==> src/rtl/shifter_param.sv <==
// Parametrised shift/LFSR register with a step prescaler and runtime mode select.
// Optional per-nibble seven-segment outputs are built when SHIFTER_SEG_EN is defined.
module shifter_param #(
  parameter int               WIDTH     = 8,
  parameter int               DIV       = 0,
  parameter logic [WIDTH-1:0] TAPS      = WIDTH'(8'b0001_1101),
  parameter logic [WIDTH-1:0] RESET_VAL = WIDTH'(1)
) (
  input  logic             i_clk,
  input  logic             i_rst,
  input  logic             i_load,
  input  logic [WIDTH-1:0] i_num,
  input  logic [2:0]       i_mode,
  input  logic             i_en,
  input  logic             i_ser,
  output logic [WIDTH-1:0] o_num,
  output logic             o_step
`ifdef SHIFTER_SEG_EN
  ,
  output logic [7*(WIDTH/4)-1:0] o_seg
`endif
);

  localparam int               CNT_W    = (DIV > 0) ? $clog2(DIV + 1) : 1;
  localparam logic [CNT_W-1:0] CNT_LAST = CNT_W'(DIV);

  logic [CNT_W-1:0] cnt_p0;
  logic [WIDTH-1:0] num_p0;
  logic             vld_p0;
  logic             tick;

  function automatic logic [WIDTH-1:0] shift_next(input logic [2:0]       mode,
                                                  input logic [WIDTH-1:0] x,
                                                  input logic             ser);
    logic signed [WIDTH-1:0] xs;
    xs = x;
    case (mode)
      3'b001:  shift_next = {x[WIDTH-2:0], ser};
      3'b010:  shift_next = {ser, x[WIDTH-1:1]};
      3'b011:  shift_next = xs >>> 1;
      3'b100:  shift_next = {x[WIDTH-2:0], x[WIDTH-1]};
      3'b101:  shift_next = {x[0], x[WIDTH-1:1]};
      // An all-zero LFSR would stick forever; restart it from the reset seed.
      3'b110:  shift_next = (x == '0) ? RESET_VAL : {^(x & TAPS), x[WIDTH-1:1]};
      default: shift_next = x;
    endcase
  endfunction

  assign tick = i_en && (cnt_p0 == CNT_LAST);

  // Stage p0: prescaler, register and step pulse
  always_ff @(posedge i_clk) begin
    if (i_rst) begin
      num_p0 <= RESET_VAL;
      cnt_p0 <= '0;
      vld_p0 <= 1'b0;
    end else if (i_load) begin
      num_p0 <= i_num;
      cnt_p0 <= '0;
      vld_p0 <= 1'b0;
    end else begin
      vld_p0 <= tick;
      if (tick) begin
        num_p0 <= shift_next(i_mode, num_p0, i_ser);
        cnt_p0 <= '0;
      end else if (i_en) begin
        cnt_p0 <= cnt_p0 + CNT_W'(1);
      end
    end
  end

  assign o_num  = num_p0;
  assign o_step = vld_p0;

`ifdef SHIFTER_SEG_EN
  function automatic logic [6:0] hex7(input logic [3:0] d);
    case (d)
      4'h0:    hex7 = 7'b1000000;
      4'h1:    hex7 = 7'b1111001;
      4'h2:    hex7 = 7'b0100100;
      4'h3:    hex7 = 7'b0110000;
      4'h4:    hex7 = 7'b0011001;
      4'h5:    hex7 = 7'b0010010;
      4'h6:    hex7 = 7'b0000010;
      4'h7:    hex7 = 7'b1111000;
      4'h8:    hex7 = 7'b0000000;
      4'h9:    hex7 = 7'b0010000;
      4'hA:    hex7 = 7'b0001000;
      4'hB:    hex7 = 7'b0000011;
      4'hC:    hex7 = 7'b1000110;
      4'hD:    hex7 = 7'b0100001;
      4'hE:    hex7 = 7'b0000110;
      default: hex7 = 7'b0001110;
    endcase
  endfunction

  for (genvar k = 0; k < WIDTH / 4; k++) begin : g_seg
    assign o_seg[7*k +: 7] = hex7(num_p0[4*k +: 4]);
  end
`endif

endmodule

==> config.mk <==
export PLATFORM = sky130hd
export DESIGN_NAME = shifter_param
export DESIGN_NICKNAME = d
export VERILOG_FILES = /design/src/rtl/shifter_param.sv
export SDC_FILE = /design/constraint.sdc
export NUM_CORES = 1
export LEC_CHECK = 0
export CAP_MARGIN = 20
export CORE_UTILIZATION = 35
export CTS_BUF_LIST = sky130_fd_sc_hd__clkbuf_16
export CTS_CLUSTER_SIZE = 24
export DETAILED_ROUTE_END_ITERATION = 16
export GPL_ROUTABILITY_DRIVEN = 0
export PLACE_DENSITY_LB_ADDON = 0.1
export SLEW_MARGIN = 5
export SYNTH_ARGS = -nofsm -noshare
export SYNTH_HDL_FRONTEND = slang
export SYNTH_SLANG_ARGS = --single-unit
==> constraint.sdc <==
create_clock -name i_clk -period 1.5 [get_ports i_clk]
set_clock_uncertainty 0.1 [all_clocks]
set_input_delay 0.375 -clock i_clk [delete_from_list [all_inputs] [get_ports i_clk]]
set_output_delay 0.375 -clock i_clk [all_outputs]
set_load 0.05 [all_outputs]
==> results.toml <==
[power]
power_leakage_uw = 0.0006161
ir_worst_vdd_mv = 0.9782
power_density_nw_per_um2 = 865.6
p_total_uw = 1289

[floorplan]
die_h_um = 47.89
die_w_um = 47.89
fp.dieArea_um2 = 2293
core_area_um2 = 1962
rows = 16
start_util_pct = 37.56
io_pins = 25

[drt]
ant_nets = 0
firstDrtPassIters = 4
wirelength_mm = 2.473
drc = 0
wl_per_cell_um = 15.46
vias = 874
drtIter0Drc = 31
vias_per_cell = 5.463

[yosys]
syn-instance-count = 84
syn_area_per_cell_um2 = 8.773
ys_ff_latch = 10
synth_ff_type = "dfxtp_1"
synth_area_leaders = "dfxtp_1 (27%), mux2i_1 (6.8%), buf_6 (4.6%), a21oi_1 (4.1%), a2111oi_2 (4.1%)"
yosysSeqAreaShare_pct = 27.16
async_flop_share_pct = 0
synth_nets = 101
yosysTopAreaCellShare_pct = 27.16
synth_area_leader_cell = "dfxtp_1"
synth.most_common_cell = "dfxtp_1"
yosysWarnings = 0
netlist_top_cells_count = "dfxtp_1 (10), nand2_1 (7), nor2_1 (7), a21oi_1 (6)"
synth-edff-count = 0
synth_cell_types = 33
syn_area_um2 = 737.0

[critical_path]
crit_chain = "inv_2 > ha_4 > nor4b_4 > nand2_2 > a21o_1 > a221oi_2 > a2111oi_2"
cp-start-kind = "flop"
critPathCaptureType = "flop"
r2r-start = "o_num[3]$_SDFFE_PP0P_"
cp.arrival_ns = 1.61
r2r-end = "o_num[1]$_SDFFE_PP0P_"
crit_fanout = 2
crit_slowest_cell = "dfxtp_4"
setup.worst_path.class = "flop to flop"
rr_worst_depth = 7
r2r_slack_ns = -0.09
critPathMaxStageDelay_ns = 0.34
crit_required_ns = 1.52

[layout]
fin_nets = 151
finalInstanceArea_um2 = 1489
drive_above_1_share_pct = 53.38
post-route-util_pct = 75.89
syn_to_final_growth_pct = 102.0
multi_input_area_um2 = 570.5
register_area_um2 = 212.7
nFillCells = 134
antenna_cells = 0
fin_cells = 160

[grt]
grt_pass1_vias = 829
grt_pass1_wl_mm = 3.815
antenna_found_initial = 0
grt_usage_pct = 25.25
overflow = 0
grt_max_degree = 12

[sta]
rsz0062_at_grt = "true"
fin_tns_setup_ns = -0.1350
drv_slew = 0
finalHoldViolations = 0
setup_violations = 2
tightest_slew_ns = 0.3594
finalCritPeriodShare_pct = 106.3
min_period_ns = 1.594
setup_ws_ns = -0.09381
slew_headroom_pct = 75.99
max_freq_mhz = 627.4

[worst_hold_path]
holdCritPathClass = "input port to flop"
whs_path_depth = 2
worstHoldEndpoint = "cnt_p0$_SDFFE_PP0P_"
holdCritStartpoint = "i_en"

[outcome]
violations = "negative setup slack"
status = "finished, violations left"

[clock_network]
clkSlewWorstSetupHoldPaths_ns = 0.04
clk_latency_ns = 0.24
numCtsBuffers = 3
cts_htree_levels = 1
cts_sinks = 10
cts_root_buf = "clkbuf_16"
tritoncts = "done"
cts_max_path_buffers = 2

[job]
cap_violations = 0

[placed_design]
place_inst = 152
port_buffers = 24
post_dp_cell_area_um2 = 1289
dpl.hpwl_mm = 1.673
==> cells in the final DEF (no fill, tap or decap), types with 2 or more instances in the layout <==
master / Yosys / final
a2111oi_2: 2 / 2
a21oi_2: 0 / 3
nor3_1: 5 / 4
nand2_1: 7 / 6
a21oi_1: 6 / 3
nor2_1: 7 / 7
inv_1: 4 / 3
buf_6: 3 / 8
clkbuf_16: 0 / 3
buf_4: 0 / 19
a211o_1: 2 / 2
nand3b_1: 2 / 2
nor3_4: 1 / 2
dfxtp_2: 0 / 4
buf_12: 0 / 10
o21ai_0: 3 / 2
clkdlybuf4s50_1: 0 / 11
mux2i_1: 5 / 5
dfxtp_1: 10 / 4
a211o_2: 2 / 2
dfxtp_4: 0 / 2
a221oi_2: 0 / 2
==> sequential cells by signal (all words and copies together) (netlist names) <==
register / count
o_step: 1
o_num: 8
cnt_p0: 1
==> how the worst max path moves through the flow <==
stage                                      from  cells after the start                    end
final                     o_num[3]$_SDFFE_PP0P_                      7  o_num[1]$_SDFFE_PP0P_
after global routing      o_num[3]$_SDFFE_PP0P_                      7  o_num[1]$_SDFFE_PP0P_
after CTS                             i_mode[2]                      9  o_num[6]$_SDFFE_PP0P_
after detailed placement              i_mode[1]                      6  o_num[3]$_SDFFE_PP0P_
after global placement                i_mode[0]                      7  o_num[3]$_SDFFE_PP0P_
after floorplan                       i_mode[2]                      7  o_num[5]$_SDFFE_PP0P_
==> power by group <==
part / switching (µW) / internal, µW
registers: 15.2 / 287
logic: 238 / 260
clock network: 138 / 350
==> layer usage <==
| layer | track usage, % | vias up | part of all wire (%) |
|---|---|---|---|
| met4 | 18.33 | 0 | 3.3 |
| met1 | 32.43 | 418 | 43 |
| met3 | 3.396 | 13 | 4.2 |
| met2 | 38.38 | 35 | 50 |
| li1 | - | 408 | - |
| met5 | 0 | - | 0 |
==> metrics by stage <==
stage / setup WS [ns] / hold WS (ns)
2_1_floorplan: -0.06571 / 0.3517
3_3_place_gp: -0.5806 / 0.3640
3_5_place_dp: -0.6071 / 0.3665
4_1_cts: -0.07245 / 0.3429
5_1_grt: -0.1554 / 0.3919
6_report: -0.09381 / 0.3702
==> timing repair <==
action / 4_1_cts / 5_1_grt
pin swaps: 12 / 14
resized for setup: 24 / 16
buffers inserted: 4 / 1
endpoints found under the setup margin: 8 / 8
hold buffers: 0 / 0
cloned: 1 / 0
==> cell type report <==
type / count / area share (%)
sequential: 10 / 14.29
tap: 27 / 2.269
clock buffer: 3 / 5.042
inverter: 4 / 1.176
timing repair buffer: 51 / 38.66
clock inverter: 1 / 0.2521
multi-input combinational: 64 / 38.32
==> worst max-delay path: cells and delay by family, from the launching register on <==
family                     cells  cell delay, ns
buffers and inverters          1            0.06
and+or+nand+nor                2            0.30
adders and majority gates      1            0.12
DFF                            1            0.34
AOI/OAI and AO/OA              3            0.55
==> kinds of logic (layout without fill, tap and decap cells) <==
logic type	after synthesis	count (layout)	share of synthesized area (%)
adder cells (fa/ha/maj)	1	1	1.698
multiplexers	5	5	6.791
XOR/XNOR	3	3	6.113
flip-flops	10	10	27.16
AO/OA/AOI/OAI	24	24	25.13
AND/OR/NAND/NOR	31	31	24.96
buffers and inverters	10	59	8.148
(Power assumes the default switching activity.)
